[config.mk]
export PLATFORM = sky130hd
export DESIGN_NAME = nco_bcd_scan_disp_flat
export DESIGN_NICKNAME = d
export VERILOG_FILES = /design/src/rtl/nco_bcd_scan_disp_if.sv /design/src/rtl/nco_bcd_scan_disp.sv /design/src/flat_wrapper.sv
export SDC_FILE = /design/constraint.sdc
export NUM_CORES = 1
export LEC_CHECK = 0
export BUFFER_PORTS_ARGS = -buffer_cell sky130_fd_sc_hd__buf_2
export CORE_ASPECT_RATIO = 1.5
export CORE_MARGIN = 5
export CORE_UTILIZATION = 37
export DETAILED_ROUTE_END_ITERATION = 8
export PLACE_DENSITY_LB_ADDON = 0.05
export SYNTH_ARGS = -nofsm -noshare
export SYNTH_HDL_FRONTEND = slang
export SYNTH_SLANG_ARGS = --single-unit
export TNS_END_PERCENT = 30
[constraint.sdc]
create_clock -name clk -period 4.7 [get_ports clk]
set_clock_uncertainty 0.1 [all_clocks]
set_input_delay 0.705 -clock clk [delete_from_list [all_inputs] [get_ports clk]]
set_output_delay 0.705 -clock clk [all_outputs]
set_load 0.05 [all_outputs]
[src/rtl/nco_bcd_scan_disp_if.sv]
// Bus bundle for nco_bcd_scan_disp: counter/NCO controls in, counter state and display pins out.
interface nco_bcd_scan_disp_if #(
    parameter int unsigned NUM_DIG = 6,
    parameter int unsigned NCO_W   = 32
);
    logic [NCO_W-1:0]     i_nco_num;
    logic [1:0]           i_mode;
    logic                 i_load;
    logic [4*NUM_DIG-1:0] i_load_val;
    logic [NUM_DIG-1:0]   i_dp_sel;
    logic                 o_tick;
    logic                 o_wrap;
    logic [4*NUM_DIG-1:0] o_bcd;
    logic [6:0]           o_seg;
    logic                 o_seg_dp;
    logic [NUM_DIG-1:0]   o_seg_enb;

    modport master (
        output i_nco_num, i_mode, i_load, i_load_val, i_dp_sel,
        input  o_tick, o_wrap, o_bcd, o_seg, o_seg_dp, o_seg_enb
    );

    modport slave (
        input  i_nco_num, i_mode, i_load, i_load_val, i_dp_sel,
        output o_tick, o_wrap, o_bcd, o_seg, o_seg_dp, o_seg_enb
    );
endinterface

[src/rtl/nco_bcd_scan_disp.sv]
// NCO-ticked loadable up/down BCD counter driving a multiplexed 7-segment scanner.
// Optional leading-zero blanking is enabled by defining LEAD_ZERO_BLANK_EN.
module nco_bcd_scan_disp #(
    parameter int unsigned NUM_DIG  = 6,
    parameter int unsigned NCO_W    = 32,
    parameter int unsigned SCAN_DIV = 50000
) (
    input  logic                   clk,
    input  logic                   rst,
    nco_bcd_scan_disp_if.slave     bus
);
    localparam int unsigned CNT_W = $clog2(SCAN_DIV);
    localparam int unsigned IDX_W = $clog2(NUM_DIG);

    typedef enum logic [1:0] {
        MODE_HOLD = 2'b00,
        MODE_UP   = 2'b01,
        MODE_DOWN = 2'b10,
        MODE_CLR  = 2'b11
    } mode_e;

    logic [NCO_W-1:0]     acc_q, acc_d;
    logic                 tick_q, tick_d;
    logic [4*NUM_DIG-1:0] bcd_q, bcd_d;
    logic                 wrap_q, wrap_d;
    logic [CNT_W-1:0]     cnt_q, cnt_d;
    logic [IDX_W-1:0]     idx_q, idx_d;
    logic [6:0]           seg_q, seg_d;
    logic                 dp_q, dp_d;
    logic [NUM_DIG-1:0]   enb_q, enb_d;
    logic [NUM_DIG-1:0]   lead_blank;
    mode_e                mode;

    function automatic logic [6:0] seg_decode(input logic [3:0] d);
        case (d)
            4'd0:    seg_decode = 7'h3F;
            4'd1:    seg_decode = 7'h06;
            4'd2:    seg_decode = 7'h5B;
            4'd3:    seg_decode = 7'h4F;
            4'd4:    seg_decode = 7'h66;
            4'd5:    seg_decode = 7'h6D;
            4'd6:    seg_decode = 7'h7D;
            4'd7:    seg_decode = 7'h07;
            4'd8:    seg_decode = 7'h7F;
            4'd9:    seg_decode = 7'h6F;
            default: seg_decode = 7'h00;
        endcase
    endfunction

    assign mode = mode_e'(bus.i_mode);

    always_comb begin
        logic [NCO_W:0] sum;
        sum    = {1'b0, acc_q} + {1'b0, bus.i_nco_num};
        acc_d  = sum[NCO_W-1:0];
        tick_d = sum[NCO_W];
    end

    always_comb begin
        logic       carry;
        logic [3:0] dig;
        bcd_d  = bcd_q;
        wrap_d = 1'b0;
        carry  = 1'b1;
        dig    = 4'd0;
        if (bus.i_load) begin
            for (int unsigned k = 0; k < NUM_DIG; k++) begin
                dig = bus.i_load_val[4*k +: 4];
                bcd_d[4*k +: 4] = (dig > 4'd9) ? 4'd9 : dig;
            end
        end else if (mode == MODE_CLR) begin
            bcd_d = '0;
        end else if (tick_q && mode == MODE_UP) begin
            for (int unsigned k = 0; k < NUM_DIG; k++) begin
                dig = bcd_q[4*k +: 4];
                if (carry) begin
                    if (dig == 4'd9) begin
                        bcd_d[4*k +: 4] = 4'd0;
                    end else begin
                        bcd_d[4*k +: 4] = dig + 4'd1;
                        carry = 1'b0;
                    end
                end
            end
            wrap_d = carry;
        end else if (tick_q && mode == MODE_DOWN) begin
            // carry doubles as the ripple borrow here
            for (int unsigned k = 0; k < NUM_DIG; k++) begin
                dig = bcd_q[4*k +: 4];
                if (carry) begin
                    if (dig == 4'd0) begin
                        bcd_d[4*k +: 4] = 4'd9;
                    end else begin
                        bcd_d[4*k +: 4] = dig - 4'd1;
                        carry = 1'b0;
                    end
                end
            end
            wrap_d = carry;
        end
    end

    always_comb begin
        lead_blank = '0;
`ifdef LEAD_ZERO_BLANK_EN
        begin
            logic nz_seen;
            nz_seen = 1'b0;
            for (int unsigned k = NUM_DIG - 1; k > 0; k--) begin
                nz_seen       = nz_seen | (bcd_q[4*k +: 4] != 4'd0);
                lead_blank[k] = ~nz_seen;
            end
        end
`endif
    end

    always_comb begin
        cnt_d = cnt_q + CNT_W'(1);
        idx_d = idx_q;
        if (cnt_q == CNT_W'(SCAN_DIV - 1)) begin
            cnt_d = '0;
            idx_d = (idx_q == IDX_W'(NUM_DIG - 1)) ? '0 : idx_q + IDX_W'(1);
        end
        seg_d = 7'h00;
        dp_d  = 1'b0;
        enb_d = '1;
        for (int unsigned k = 0; k < NUM_DIG; k++) begin
            if (idx_q == IDX_W'(k)) begin
                seg_d    = lead_blank[k] ? 7'h00 : seg_decode(bcd_q[4*k +: 4]);
                dp_d     = bus.i_dp_sel[k];
                enb_d[k] = 1'b0;
            end
        end
    end

    always_ff @(posedge clk or posedge rst) begin
        if (rst) begin
            acc_q  <= '0;
            tick_q <= 1'b0;
            bcd_q  <= '0;
            wrap_q <= 1'b0;
            cnt_q  <= '0;
            idx_q  <= '0;
            seg_q  <= 7'h00;
            dp_q   <= 1'b0;
            enb_q  <= '1;
        end else begin
            acc_q  <= acc_d;
            tick_q <= tick_d;
            bcd_q  <= bcd_d;
            wrap_q <= wrap_d;
            cnt_q  <= cnt_d;
            idx_q  <= idx_d;
            seg_q  <= seg_d;
            dp_q   <= dp_d;
            enb_q  <= enb_d;
        end
    end

    assign bus.o_tick    = tick_q;
    assign bus.o_wrap    = wrap_q;
    assign bus.o_bcd     = bcd_q;
    assign bus.o_seg     = seg_q;
    assign bus.o_seg_dp  = dp_q;
    assign bus.o_seg_enb = enb_q;
endmodule

[src/flat_wrapper.sv]
// flat-port wrapper written by rule: the top's interface ports become plain ports
module nco_bcd_scan_disp_flat 
#(
    parameter int unsigned NUM_DIG  = 6,
    parameter int unsigned NCO_W    = 32,
    parameter int unsigned SCAN_DIV = 50000
)
  (clk, rst, bus_i_nco_num, bus_i_mode, bus_i_load, bus_i_load_val, bus_i_dp_sel, bus_o_tick, bus_o_wrap, bus_o_bcd, bus_o_seg, bus_o_seg_dp, bus_o_seg_enb);
  nco_bcd_scan_disp_if #(.NUM_DIG(NUM_DIG), .NCO_W(NCO_W)) bus_i ();
  input  logic clk;
  input  logic rst;
  input wire logic [$bits(bus_i.i_nco_num)-1:0] bus_i_nco_num;
  input wire logic [$bits(bus_i.i_mode)-1:0] bus_i_mode;
  input wire logic [$bits(bus_i.i_load)-1:0] bus_i_load;
  input wire logic [$bits(bus_i.i_load_val)-1:0] bus_i_load_val;
  input wire logic [$bits(bus_i.i_dp_sel)-1:0] bus_i_dp_sel;
  output wire logic [$bits(bus_i.o_tick)-1:0] bus_o_tick;
  output wire logic [$bits(bus_i.o_wrap)-1:0] bus_o_wrap;
  output wire logic [$bits(bus_i.o_bcd)-1:0] bus_o_bcd;
  output wire logic [$bits(bus_i.o_seg)-1:0] bus_o_seg;
  output wire logic [$bits(bus_i.o_seg_dp)-1:0] bus_o_seg_dp;
  output wire logic [$bits(bus_i.o_seg_enb)-1:0] bus_o_seg_enb;
  assign bus_i.i_nco_num = bus_i_nco_num;
  assign bus_i.i_mode = bus_i_mode;
  assign bus_i.i_load = bus_i_load;
  assign bus_i.i_load_val = bus_i_load_val;
  assign bus_i.i_dp_sel = bus_i_dp_sel;
  assign bus_o_tick = bus_i.o_tick;
  assign bus_o_wrap = bus_i.o_wrap;
  assign bus_o_bcd = bus_i.o_bcd;
  assign bus_o_seg = bus_i.o_seg;
  assign bus_o_seg_dp = bus_i.o_seg_dp;
  assign bus_o_seg_enb = bus_i.o_seg_enb;
  nco_bcd_scan_disp #(.NUM_DIG(NUM_DIG), .NCO_W(NCO_W), .SCAN_DIV(SCAN_DIV)) u_core (.clk(clk), .rst(rst), .bus(bus_i));
endmodule
==> impl_metrics.json, run 1 <==
{
  "outcome": "finished clean",
  "cts_sinks": 91,
  "grt_pass1_wl_um": 39230,
  "drt_iter0_drc": 357,
  "rrSetupSlack_ps": 1960,
  "cts.clk_slew.worst_paths_ps": 70,
  "core_um2": 20980,
  "gr-total-overflow": 0,
  "crit_path_end_kind": "register",
  "holdWs_ps": 368.6,
  "synth.top_cell.area_share_pct": 27.13,
  "port_buffers": 106,
  "ir_worst_vdd_mv": 0.1733,
  "critPathLaunchType": "register",
  "fill_cells": 2202,
  "wl_um": 24420,
  "worstMarginPinSlew_ps": 875.8,
  "syn_to_final_growth_pct": 12.66,
  "insertion_delay_ps": 370,
  "utilization_pct": 42.09,
  "grt_max_degree": 66,
  "synth_area_um2": 7839,
  "route.detailed.drc": 0,
  "numCtsBuffers": 9,
  "slew_headroom_pct": 41.61,
  "r2r-end": "u_core.bus.o_bcd[21]$_DFFE_PP0P_",
  "post_cts_resized": 0,
  "hp-class": "reg -> reg",
  "rows": 65,
  "max_freq_ghz": 0.3647,
  "rsz0062_at_grt": "no",
  "power_density_nw_per_um2": 500.4,
  "synth_area_per_cell_um2": 8.330,
  "netlist_top_cells_area": "dfrtp_1 (27%), ha_1 (12%), a21oi_1 (5.9%)",
  "dieArea_um2": 24260,
  "design.portCount": 107,
  "fin_nets": 1159,
  "die_w_um": 128.8,
  "synth-main-ff-cell": "dfrtp_1",
  "leakage_nw": 3.898,
  "min_path_cells": 1,
  "drive_gt1_share_pct": 16.45,
  "grt_pass1_vias": 7468,
  "hold_viol": 0,
  "antenna_cells": 0,
  "hpwlAfterDp_um": 18690,
  "vias": 7248,
  "cts_hold_buf": 0,
  "synth_seq_cells": 91,
  "die_h_um": 188.3,
  "postRouteAntennaNets": 0,
  "globalplace.congestion": 0.8393,
  "cts_tree": "built",
  "grt_antenna_before_repair": 0,
  "vias_per_cell": 5.623,
  "syn_nets": 1084,
  "cp_data_arrival_time_ps": 2950,
  "synth_warnings": 0,
  "worstPathMaxFanout": 10,
  "final_cells": 1289,
  "setup_viol": 0,
  "total_power_w": 0.004419,
  "htree_levels": 3,
  "postCtsSetupBuffers": 0,
  "drv_slew": 0,
  "root_buffer": "clkbuf_16",
  "dp_cells": 1273,
  "grt_use_total_pct": 20.21,
  "yosysSeqAreaShare_pct": 29.15,
  "start_util_pct": 37.36,
  "drt_first_pass_iters": 5,
  "synth_top_area_cell": "dfrtp_1",
  "min_from": "u_core.acc_q[0]$_DFF_PP0_",
  "synth_cell_types": 87,
  "fin_crit_sh_pct": 58.35,
  "required_ps": 4900,
  "wire_per_inst_um": 18.94,
  "period_minus_slack_ps": 2742,
  "critPathKind": "reg -> reg",
  "synth_cells": 941,
  "cap_viol_max_count": 0,
  "r2r_cells": 8,
  "whs_endpoint": "u_core.acc_q[0]$_DFF_PP0_",
  "r2r-start": "u_core.bus.o_bcd[13]$_DFFE_PP0P_",
  "synth_edf_count": 0,
  "synthArstFlopShare_pct": 100.0,
  "fin_setup_tns_ps": 0,
  "cts_buffer_depth": 2
}
metrics by stage:
step | area, um^2 | setup slack, ps
floorplan | 7839 | 1541
global placement | 8526 | 1685
detailed placement | 8526 | 1659
CTS | 8831 | 1942
global route | 8831 | 1795
finish | 8831 | 1958
area by class of cell:
cell class / instances / area [um^2] / area share, %
clock buffer: 12 / 256.5 / 2.905
clock inverter: 4 / 48.80 / 0.5526
inverter: 45 / 171.4 / 1.941
multi-input combinational: 758 / 5166 / 58.50
sequential: 91 / 2285 / 25.87
tap: 268 / 335.3 / 3.797
timing repair buffer: 111 / 568.0 / 6.432
power by group:
group	switching (W)	internal, W
registers	0.000178	0.000994
logic	0.00152	0.000938
clock network	0.000344	0.000442
total	0.00204	0.00237
cell families after synthesis:
group           share of synthesized area [%]
buf+inv                                 4.996
compound gates                          27.31
mux                                     1.772
flops                                   29.15
xor+xnor                                4.581
simple gates                            19.84
fa+ha+maj                               12.35
registers in the layout, summed over array words and instances (netlist names):
| register | cells |
|---|---|
| u_core.idx_q | 3 |
| u_core.bus.o_bcd | 24 |
| u_core.bus.o_seg_enb | 6 |
| u_core.acc_q | 32 |
| u_core.bus.o_seg_dp | 1 |
| u_core.cnt_q | 16 |
| u_core.bus.o_tick | 1 |
| u_core.bus.o_seg | 7 |
| u_core.bus.o_wrap | 1 |
worst max-delay path by stage:
stage / start / endpoint / slack (ps) / depth (start not counted)
global route: bus_i_nco_num[26] / u_core.acc_q[31]$_DFF_PP0_ / 1790 / 8
finish: u_core.bus.o_bcd[13]$_DFFE_PP0P_ / u_core.bus.o_bcd[21]$_DFFE_PP0P_ / 1960 / 8
floorplan: rst / u_core.acc_q[0]$_DFF_PP0_ / 1540 / 1
detailed placement: bus_i_nco_num[26] / u_core.acc_q[31]$_DFF_PP0_ / 1660 / 8
CTS: u_core.bus.o_bcd[13]$_DFFE_PP0P_ / u_core.bus.o_bcd[21]$_DFFE_PP0P_ / 1940 / 8
global placement: bus_i_nco_num[1] / u_core.acc_q[25]$_DFF_PP0_ / 1690 / 8
layout by cell type, fill, tap and decap left out, drive strengths merged, types with 6 or more instances in the layout:
cell,instances
buf,111
clkbuf,12
and4,6
nor3,28
a221oi,7
a21oi,92
o221ai,6
nor2,79
o211ai,14
dfrtp,85
a211oi,10
nand3,29
a21o,20
a31oi,17
xor2,14
nand2b,17
o22ai,6
a221o,6
nand2,80
nand3b,9
nor3b,6
ha,75
nor4,7
and3,14
o21ai,79
dfstp,6
nand4,9
o21a,10
inv,44
mux2i,6
xnor2,27
o31ai,7
worst max-delay path, stage by stage (launching register included):
cell      delay [ps]
dfrtp_1          520
inv_1            270
ha_1             390
and4bb_2         310
nand4_4          140
o21ai_2          220
nand3_2          150
nor4_1           390
a221o_1          160
routing by layer:
metal / vias up / global-route usage, % / wire length, um
li1: 3610 / - / -
met1: 3473 / 23.68 / 10040
met2: 134 / 37.16 / 13020
met3: 31 / 1.985 / 743
met4: 0 / 7.842 / 614
met5: - / 0 / 0
cells in the mapped netlist (7+ instances only):
cell type and count:
nor3_1 25, clkbuf_1 23, o21ai_1 8, a21oi_1 92, ha_1 75, nor2_1 79, o21a_1 10, a31oi_1 17
xnor2_1 27, inv_1 43, nand3b_1 9, nand2b_1 17, and3_1 13, nand3_1 28, buf_2 19, nor4_1 7
a21o_1 20, xor2_1 14, o21ai_0 70, nand4_1 8, nand2_1 79, o31ai_1 7, dfrtp_1 85, o211ai_1 13
a211oi_1 9
Power figures use the tool's default switching activity.
==> run 2: changes to the inputs <==
--- a/config.mk
+++ b/config.mk
@@ -5,6 +5,7 @@
 export SDC_FILE = /design/constraint.sdc
 export NUM_CORES = 1
 export LEC_CHECK = 0
+export ABC_AREA = 1
 export BUFFER_PORTS_ARGS = -buffer_cell sky130_fd_sc_hd__buf_2
 export CORE_ASPECT_RATIO = 1.5
 export CORE_MARGIN = 5
==> constraint.sdc (replaced) <==
create_clock -name clk -period 2.6 [get_ports clk]
set_clock_uncertainty 0.1 [all_clocks]
set_input_delay 0.39 -clock clk [delete_from_list [all_inputs] [get_ports clk]]
set_output_delay 0.39 -clock clk [all_outputs]
set_load 0.05 [all_outputs]
==> run 2 against run 1 <==
Compared with the run above:
- die area increased by 1.2%
- cell area rose by 2.4%
- first-iteration DRC count is 15% lower
- combinational power up 120%
- largest power group unchanged
- critical path depth up 3
- clock-buffer cell count is 2 higher
==> impl_metrics.json, run 2 <==
{
  "outcome": "finished clean",
  "synth_cells": 1170,
  "synth_area_um2": 7943,
  "worstPathMaxFanout": 8,
  "critPathLaunchType": "register",
  "antenna_cells": 0,
  "leakage_nw": 4.759,
  "synth_commonest_cells": "nand2_1 (329), inv_1 (152), nor2_1 (98)",
  "gr-total-overflow": 0,
  "start_util_pct": 37.71,
  "synthArstFlopShare_pct": 100.0,
  "vias_per_cell": 5.026,
  "grt_antenna_before_repair": 2,
  "cts_tree": "built",
  "cap_viol_max_count": 0,
  "cts_hold_buf": 0,
  "largest_register_ffs": 32,
  "worstMarginPinSlew_ps": 533.3,
  "htree_levels": 3,
  "drive_gt1_share_pct": 14.05,
  "crit_path_end_kind": "register",
  "final_cells": 1549,
  "hold_viol": 0,
  "critPathKind": "reg -> reg",
  "fin_setup_tns_ps": 0,
  "slew_headroom_pct": 64.44,
  "mostFrequentLayoutCells": "nand2_1 (329), inv_1 (151), buf_2 (106), nor2_1 (98), dfrtp_1 (85)",
  "core_um2": 21060,
  "rows": 65,
  "post-synth-top-count-cell": "nand2_1",
  "cts_sinks": 91,
  "port_buffers": 106,
  "synth-main-ff-cell": "dfrtp_1",
  "grt_use_total_pct": 20.89,
  "synth_warnings": 0,
  "setup_viol": 0,
  "root_buffer": "clkbuf_16",
  "ir_worst_vdd_mv": 0.4853,
  "postCtsSetupBuffers": 0,
  "fill_cells": 2285,
  "fin_nets": 1419,
  "wire_per_inst_um": 16.12,
  "fin_crit_sh_pct": 82.78,
  "dieArea_um2": 24560,
  "cp_data_arrival_time_ps": 2290,
  "regArea_um2": 2285,
  "cts_buffer_depth": 2,
  "numCtsBuffers": 9,
  "synth_cell_types": 45,
  "synth_top_area_cell": "dfrtp_1",
  "multiInputGateArea_um2": 4900,
  "hp-class": "in -> async",
  "drt_first_pass_iters": 5,
  "synth_seq_cells": 91,
  "dp_cells": 1533,
  "vias": 7785,
  "netlist_top_cells_area": "dfrtp_1 (27%), nand2_1 (16%), ha_1 (12%)",
  "insertion_delay_ps": 360,
  "drt_iter0_drc": 304,
  "syn_to_final_growth_pct": 13.86,
  "required_ps": 2730,
  "grt_max_degree": 92,
  "cts.clk_slew.worst_paths_ps": 70,
  "route.detailed.drc": 0,
  "grt_pass1_wl_um": 40300,
  "design.portCount": 107,
  "post_cts_resized": 0,
  "power_density_nw_per_um2": 1010,
  "period_minus_slack_ps": 2152,
  "rsz0062_at_grt": "no",
  "regMostFlops": "u_core.acc_q",
  "yosysSeqAreaShare_pct": 28.76,
  "grt_pass1_vias": 8103,
  "syn_nets": 1313,
  "globalplace.congestion": 0.9124,
  "die_w_um": 129.6,
  "drv_slew": 0,
  "hpwlAfterDp_um": 20060,
  "synth_edf_count": 0,
  "synth.top_cell.area_share_pct": 26.78,
  "wl_um": 24970,
  "mostFrequentLayoutCell": "nand2_1",
  "max_freq_ghz": 0.4646,
  "synth_area_per_cell_um2": 6.789,
  "die_h_um": 189.4,
  "postRouteAntennaNets": 0
}
## run 2: cell count changes after synthesis, sizes merged, moves of 16 or more
cell / before / now
a21o: 20 / 1
a21oi: 92 / 76
clkbuf: 23 / 3
inv: 43 / 161
nand2: 80 / 336
nand2b: 17 / 0
nand3: 29 / 87
nor2: 79 / 106
xnor2: 27 / 7
## run 2: logic make-up after synthesis
group	after synthesis	synth area share (%)
and+or+nand+nor	582	31.65
AOI/OAI and AO/OA	205	14.34
buffers and inverters	183	9.546
DFF	91	28.76
adders and majority gates	76	12.07
xor gates and xnor gates	33	3.639
## run 2: final timing paths
check                                                       from                               end  slack, ps  cells past startpoint
worst max-delay path            u_core.bus.o_bcd[16]$_DFFE_PP0P_  u_core.bus.o_bcd[23]$_DFFE_PP0P_        450                     11
worst min-delay path                                         rst        u_core.cnt_q[11]$_DFF_PP0_         70                      3
worst max register to register  u_core.bus.o_bcd[16]$_DFFE_PP0P_  u_core.bus.o_bcd[23]$_DFFE_PP0P_        450                     11
worst min register to register         u_core.acc_q[0]$_DFF_PP0_         u_core.acc_q[0]$_DFF_PP0_        380                      1
max in group asynchronous                                    rst         u_core.acc_q[4]$_DFF_PP0_       1920                      3
min in group clk                               bus_i_load_val[4]   u_core.bus.o_bcd[4]$_DFFE_PP0P_        160                      3
## run 2: through the flow
| step | cell area, um^2 | setup slack, ps | util [%] | hold slack (ps) | power, W |
|---|---|---|---|---|---|
| global route | 9044 | 206.6 | 42.93 | 130.5 | 0.009997 |
| detailed placement | 8745 | 317.6 | 41.51 | 364.1 | 0.007782 |
| global placement | 8745 | 362.9 | 41.51 | 356.3 | 0.007809 |
| CTS | 9044 | 459.5 | 42.93 | 100.4 | 0.009245 |
| floorplan | 7946 | 565.4 | - | 332.9 | 0.006312 |
| finish | 9044 | 447.6 | 42.93 | 65.25 | 0.009136 |
## run 2: power breakdown
| part | internal [W] | switching [W] |
|---|---|---|
| combinational | 0.00172 | 0.00371 |
| clock | 0.000800 | 0.000612 |
| sequential | 0.00187 | 0.000428 |
| total | 0.00439 | 0.00475 |
## run 2: cell type report
class / count / share of cell area [%]
multi-input cells: 896 / 54.18
flip-flops and latches: 91 / 25.26
inverters: 164 / 6.876
repair buffers: 114 / 6.669
well taps: 268 / 3.708
clock buffers: 14 / 2.919
clock inverters: 2 / 0.3874
## run 2: worst max-delay path, stage by stage (launching register included)
cell and delay, ps:
dfrtp_1 480, inv_1 260, ha_1 220, inv_1 40
nor2_1 170, nand2_1 150, nor2_1 110, nand4_1 110
nand2_1 100, nand2_2 60, nand2_4 110, o21ai_0 100
## run 2: metal layers
layer / routed length [um] / vias up / share of wire (%) / GRT usage (%)
met5: 26 / - / 0.10 / 0
met3: 880 / 54 / 3.5 / 2.964
li1: - / 4033 / - / -
met2: 13560 / 139 / 54 / 39.81
met4: 1069 / 4 / 4.3 / 9.720
met1: 9437 / 3555 / 38 / 21.96
